--- config.mk ---
export PLATFORM = sky130hd
export DESIGN_NAME = reg_write_arbiter
export DESIGN_NICKNAME = d
export VERILOG_FILES = /design/src/rtl/reg_write_arbiter_pkg.sv /design/src/rtl/reg_write_arbiter_register_ce.sv /design/src/rtl/reg_write_arbiter.sv
export SDC_FILE = /design/constraint.sdc
export NUM_CORES = 1
export LEC_CHECK = 0
export ABC_CLOCK_PERIOD_IN_PS = 8510
export CORE_ASPECT_RATIO = 1.4
export CORE_UTILIZATION = 55
export DETAILED_ROUTE_END_ITERATION = 10
export MAX_ROUTING_LAYER = met4
export PLACE_DENSITY = 0.84
export SYNTH_ARGS = -nofsm -noshare
export SYNTH_HDL_FRONTEND = slang
export SYNTH_SLANG_ARGS = --single-unit
export TNS_END_PERCENT = 1
--- constraint.sdc ---
create_clock -name clk -period 8.51 [get_ports clk]
set_input_delay 2.553 -clock clk [delete_from_list [all_inputs] [get_ports clk]]
set_output_delay 2.553 -clock clk [all_outputs]
set_load 0.005 [all_outputs]
--- src/rtl/reg_write_arbiter_pkg.sv ---
// ---------------------------------------------------------------------------
// reg_arb_pkg
// Shared definitions for the register-bank write arbiter.
//   ST_IDLE / ST_WRITE : two-state FSM encoding (legacy 1-bit localparams)
//   clog2()            : ceiling log2, used for address, pointer and counter
//                        widths
// ---------------------------------------------------------------------------
package reg_arb_pkg;

  localparam logic ST_IDLE  = 1'b0;
  localparam logic ST_WRITE = 1'b1;

  // Ceiling log2; clog2(1) returns 0, so callers that need a real bit
  // field clamp the result to at least one bit.
  function automatic int clog2(input int value);
    int result;
    int rem;
    result = 0;
    rem    = value - 1;
    while (rem > 0) begin
      result = result + 1;
      rem    = rem >> 1;
    end
    return result;
  endfunction

endpackage

--- src/rtl/reg_write_arbiter_register_ce.sv ---
// ---------------------------------------------------------------------------
// register_ce
// One N-bit storage word of the register bank.
//   q     : stored value
//   d     : value loaded when ce is high
//   ce    : clock enable
//   clk   : rising-edge clock
//   reset : synchronous active-high reset, clears q to 0
// ---------------------------------------------------------------------------
module register_ce #(
  parameter int N = 8
) (
  output logic [N-1:0] q,
  input  logic [N-1:0] d,
  input  logic         ce,
  input  logic         clk,
  input  logic         reset
);

  // Reset has priority over the enable, so a word being written in the
  // same cycle that reset is sampled still comes up as zero.
  always_ff @(posedge clk) begin
    if (reset) begin
      q <= '0;
    end else if (ce) begin
      q <= d;
    end
  end

endmodule

--- src/rtl/reg_write_arbiter.sv ---
// ---------------------------------------------------------------------------
// reg_write_arbiter
// NREG x WIDTH register bank with one write port shared by NREQ requesters
// under round-robin arbitration, plus a combinational read port.
//   clk, reset : clock and synchronous active-high reset
//   req        : per-requester write request (level)
//   lock       : per-requester burst hold, honoured only while granted
//   wr_addr    : flattened addresses, requester i at [i*AW +: AW]
//   wr_data    : flattened data, requester i at [i*WIDTH +: WIDTH]
//   grant      : registered one-hot grant, zero when idle
//   busy       : high while a write cycle is in progress
//   rd_addr    : read address
//   rd_data    : bank[rd_addr], zero for addresses beyond the bank
// ---------------------------------------------------------------------------
module reg_write_arbiter
  import reg_arb_pkg::*;
#(
  parameter int WIDTH     = 8,
  parameter int NREG      = 8,
  parameter int AW        = clog2(NREG),
  parameter int NREQ      = 4,
  parameter int BURST_MAX = 4
) (
  input  logic                  clk,
  input  logic                  reset,
  input  logic [NREQ-1:0]       req,
  input  logic [NREQ-1:0]       lock,
  input  logic [NREQ*AW-1:0]    wr_addr,
  input  logic [NREQ*WIDTH-1:0] wr_data,
  output logic [NREQ-1:0]       grant,
  output logic                  busy,
  input  logic [AW-1:0]         rd_addr,
  output logic [WIDTH-1:0]      rd_data
);

  localparam int PW = (NREQ > 1) ? clog2(NREQ) : 1;
  localparam int CW = (BURST_MAX > 1) ? clog2(BURST_MAX) : 1;

  logic              state_q, state_d;
  logic [NREQ-1:0]   grant_q, grant_d;
  logic [PW-1:0]     win_q, win_d;
  logic [PW-1:0]     ptr_q, ptr_d;
  logic [CW-1:0]     burst_cnt_q, burst_cnt_d;

  logic              found;
  logic [PW-1:0]     pick;
  logic [PW-1:0]     ptr_after_win;
  logic [AW-1:0]     addr_arr [NREQ];
  logic [WIDTH-1:0]  data_arr [NREQ];
  logic [AW-1:0]     sel_addr;
  logic [WIDTH-1:0]  sel_data;
  logic [NREG-1:0]   word_ce;
  logic [WIDTH-1:0]  bank [NREG];

  // Unpack the flattened request buses so the winner can be selected with
  // a plain array index.
  for (genvar g = 0; g < NREQ; g++) begin : g_unpack
    assign addr_arr[g] = wr_addr[g*AW +: AW];
    assign data_arr[g] = wr_data[g*WIDTH +: WIDTH];
  end

  assign sel_addr = addr_arr[win_q];
  assign sel_data = data_arr[win_q];

  // Round-robin pick: walk the request vector starting at ptr and wrapping,
  // keeping the first requester found. This is the rotate + priority
  // encode folded into one loop.
  always_comb begin
    found = 1'b0;
    pick  = '0;
    for (int i = 0; i < NREQ; i++) begin
      if (!found && req[PW'((int'(ptr_q) + i) % NREQ)]) begin
        found = 1'b1;
        pick  = PW'((int'(ptr_q) + i) % NREQ);
      end
    end
  end

  assign ptr_after_win = (int'(win_q) == NREQ - 1) ? '0 : win_q + PW'(1);

  // FSM next-state logic. IDLE launches a grant for the round-robin winner;
  // WRITE either extends a locked burst or drops back to IDLE and moves the
  // pointer past the requester just served, which is what keeps it fair.
  always_comb begin
    state_d     = state_q;
    grant_d     = grant_q;
    win_d       = win_q;
    ptr_d       = ptr_q;
    burst_cnt_d = burst_cnt_q;
    if (state_q == ST_IDLE) begin
      if (found) begin
        state_d     = ST_WRITE;
        grant_d     = NREQ'(1) << pick;
        win_d       = pick;
        burst_cnt_d = '0;
      end
    end else begin
      if (req[win_q] && lock[win_q] && (burst_cnt_q < CW'(BURST_MAX - 1))) begin
        burst_cnt_d = burst_cnt_q + CW'(1);
      end else begin
        state_d = ST_IDLE;
        grant_d = '0;
        ptr_d   = ptr_after_win;
      end
    end
  end

  // Arbiter state registers; reset can land mid-burst and simply abandons it.
  always_ff @(posedge clk) begin
    if (reset) begin
      state_q     <= ST_IDLE;
      grant_q     <= '0;
      win_q       <= '0;
      ptr_q       <= '0;
      burst_cnt_q <= '0;
    end else begin
      state_q     <= state_d;
      grant_q     <= grant_d;
      win_q       <= win_d;
      ptr_q       <= ptr_d;
      burst_cnt_q <= burst_cnt_d;
    end
  end

  // Register bank. An address past the last word matches no enable, so such
  // a grant cycle is consumed without changing anything.
  for (genvar j = 0; j < NREG; j++) begin : g_bank
    assign word_ce[j] = (state_q == ST_WRITE) && (sel_addr == AW'(j));
    register_ce #(.N(WIDTH)) u_word (
      .q     (bank[j]),
      .d     (sel_data),
      .ce    (word_ce[j]),
      .clk   (clk),
      .reset (reset)
    );
  end

  // Combinational read with no write bypass; unmatched addresses read 0.
  always_comb begin
    rd_data = '0;
    for (int j = 0; j < NREG; j++) begin
      if (rd_addr == AW'(j)) begin
        rd_data = bank[j];
      end
    end
  end

  assign grant = grant_q;
  assign busy  = (state_q == ST_WRITE);

endmodule

==> metrics.yaml <==
status:
  status: "finished with violations"
  failed_checks: "DRC"
global_route:
  grtUsageTotal_pct: 27.01
  antenna_found_initial: 0
  grt_pass1_wl_um: 13880
  grt_max_degree: 84
  grt_pass1_vias: 2912
  grt_overflow: 0
cts:
  cts_hold_buffers: 0
  cts_tree: "yes"
  numCtsBuffers: 9
  cts_buffer_depth: 2
  clock-sinks: 75
  htreeDepth: 3
  post_cts_buffers: 0
  cts_root_buffer: "clkbuf_8"
  clk-insertion-delay-late_ns: 0.35
  cts_resized: 0
  cts.clk_slew.worst_paths_ns: 0.07
timing:
  drv_slew: 0
  setup_ws_ns: 1.368
  hold_viol_final: 0
  timing.final.crit_share_pct: 83.93
  worst_pin_slew_ns: 1.081
  rsz0062_at_grt: "false"
  setup_tns_ns: 0
  period_needed_ns: 7.142
  timing.fmax_mhz: 140.0
  setup_viol: 0
  clock_skew_ns: 0.007578
  max_slew_margin_pct: 27.62
place:
  io_buffers: 69
  place_congestion: 0.7866
  placed_area_um2: 4350
  place_hpwl_um: 5857
  dp_slack_ns: 1.348
detailed_routing:
  routed_wl_um: 8369
  drt-initial-drc-count: 162
  drt_drc_violations_left: 2
  via_count: 2823
  via_per_inst: 6.019
  ant_nets: 0
  dr.pass1.iters: 7
  avgRoutedWirePerCell_um: 17.84
setup_path:
  start_kind: "primary input"
  r2r_setup_slack_ns: 5.37
  worst-setup-path-type: "primary input to primary output"
  cp_data_required_time_ns: 5.96
  cp_max_fo: 16
  worst_setup_path_end_kind: "primary output"
  cp.arrival_ns: 4.59
synthesis:
  synth_seq_area_share_pct: 40.76
  syn_inst: 334
  yosys_warnings: 0
  yosys_register_bits: 75
  synth.avg_cell_area_um2: 11.03
  synth.distinct_cells: 32
  syn_nets: 393
  syn_area_um2: 3684
power:
  p_total_mw: 0.7640
  p_leak_nw: 1.585
  irDropWorstVdd_mv: 0.09857
  powerDensity_nw_per_um2: 168.8
finish:
  num_antenna_cells: 0
  final_nets: 452
  finish.instance_area_um2: 4526
  utilization_pct: 71.40
  drive_gt1_share_pct: 13.60
  synthToLayoutAreaGrowth_pct: 22.86
floorplanning:
  initial_core_util_pct: 58.11
  pin_count: 70
  die_h_um: 98.83
  die-area_um2: 7033
  die_w_um: 71.17
  rows: 34
  core_area_um2: 6339
min_path:
  hp-class: "flip-flop to flip-flop"
job:
  cap_violations: 0
[sequential cells by signal, summed over array words and instances (netlist names)]
signal / flops
burst_cnt_q: 2
busy: 1
win_q: 2
ptr_q: 2
grant: 4
g_bank.u_word.q: 64
[layout make-up]
| type | instances | area (um^2) |
|---|---|---|
| clock buffers | 12 | 135.1 |
| clock inverters | 3 | 40.04 |
| fillers | 464 | 1813 |
| multi-input cells | 235 | 2051 |
| flip-flops and latches | 75 | 1501 |
| well taps | 72 | 90.09 |
| repair buffers | 72 | 708.2 |
[cell families (layout without fill, tap and decap cells)]
| group | count (synthesis) | count (layout) | share of synthesized area, % |
|---|---|---|---|
| AND/OR/NAND/NOR | 116 | 116 | 18.78 |
| flip-flops | 75 | 75 | 40.76 |
| multiplexers | 71 | 71 | 29.48 |
| AO/OA/AOI/OAI | 45 | 45 | 6.488 |
| buffers and inverters | 24 | 87 | 3.566 |
| adder cells (fa/ha/maj) | 2 | 2 | 0.6792 |
| XOR/XNOR | 1 | 1 | 0.2378 |
[per-stage QoR]
stage | hold WS [ns] | instances
final | 0.4664 | 469
after CTS | 0.4659 | 469
after detailed placement | 0.4529 | 454
after global placement | 0.4502 | 454
after global routing | 0.4925 | 469
after floorplan | 0.4401 | 334
[final timing paths]
kind / from / end / cells past startpoint
setup reg to reg: win_q[0] / g_bank[2].u_word.q[6] / 5
hold reg to reg: grant[1] / grant[1] / 2
hold / removal: grant[1] / grant[1] / 2
setup / recovery: rd_addr[0] / rd_data[3] / 5
[placed cells by master, fill, tap and decap left out, types with 3 or more instances in the layout]
cell             count
dfxtp_1             75
clkdlybuf4s50_1     68
nor2_1              40
nand3b_1            37
mux2i_1             35
o21ai_0             34
mux4_2              24
nand2b_1            11
nand2_1             11
clkbuf_8             9
mux2_2               8
a21oi_1              7
mux4_1               4
nor2b_1              3
nor3_1               3
clkbuf_1             3
buf_4                3
[power breakdown]
part	internal [mW]	leakage, nW	switching, mW
registers	0.365	0.607	0.0139
clock network	0.133	0.0902	0.123
logic	0.0719	0.888	0.0575
total	0.570	1.58	0.194
[worst max-delay path, cell delays in order]
cell             delay (ns)
clkdlybuf4s50_1        0.46
buf_4                  0.29
mux4_2                 0.54
mux2_2                 0.27
clkdlybuf4s50_1        0.46
[layer usage]
metal / up-vias / GRT usage [%] / routed length (um)
met5: - / - / 0
met4: 0 / 15.54 / 365
met3: 27 / 5.828 / 313
met2: 83 / 44.62 / 4448
met1: 1376 / 29.76 / 3240
li1: 1337 / - / -
[cell usage after synthesis, drive strengths merged]
cell | count | share of area, %
nor3b | 2 | 0.68
or3 | 1 | 0.17
o31ai | 1 | 0.20
a21oi | 7 | 0.95
nand2b | 12 | 2.2
nor4 | 1 | 0.17
nor3 | 3 | 0.41
o21a | 1 | 0.20
mux2 | 8 | 2.4
nor2 | 42 | 5.2
or2 | 1 | 0.24
and2 | 2 | 0.34
mux4 | 28 | 18
buf | 11 | 2.0
dfxtp | 75 | 41
ha | 2 | 0.68
nand2 | 11 | 1.1
xnor2 | 1 | 0.24
a32oi | 1 | 0.24
o21ai | 34 | 4.6
clkbuf | 13 | 1.6
nor2b | 3 | 0.51
nand3b | 37 | 7.5
mux2i | 35 | 9.5
o32a | 1 | 0.27
or4 | 1 | 0.20
No activity file was read; power rests on OpenSTA's default activity.
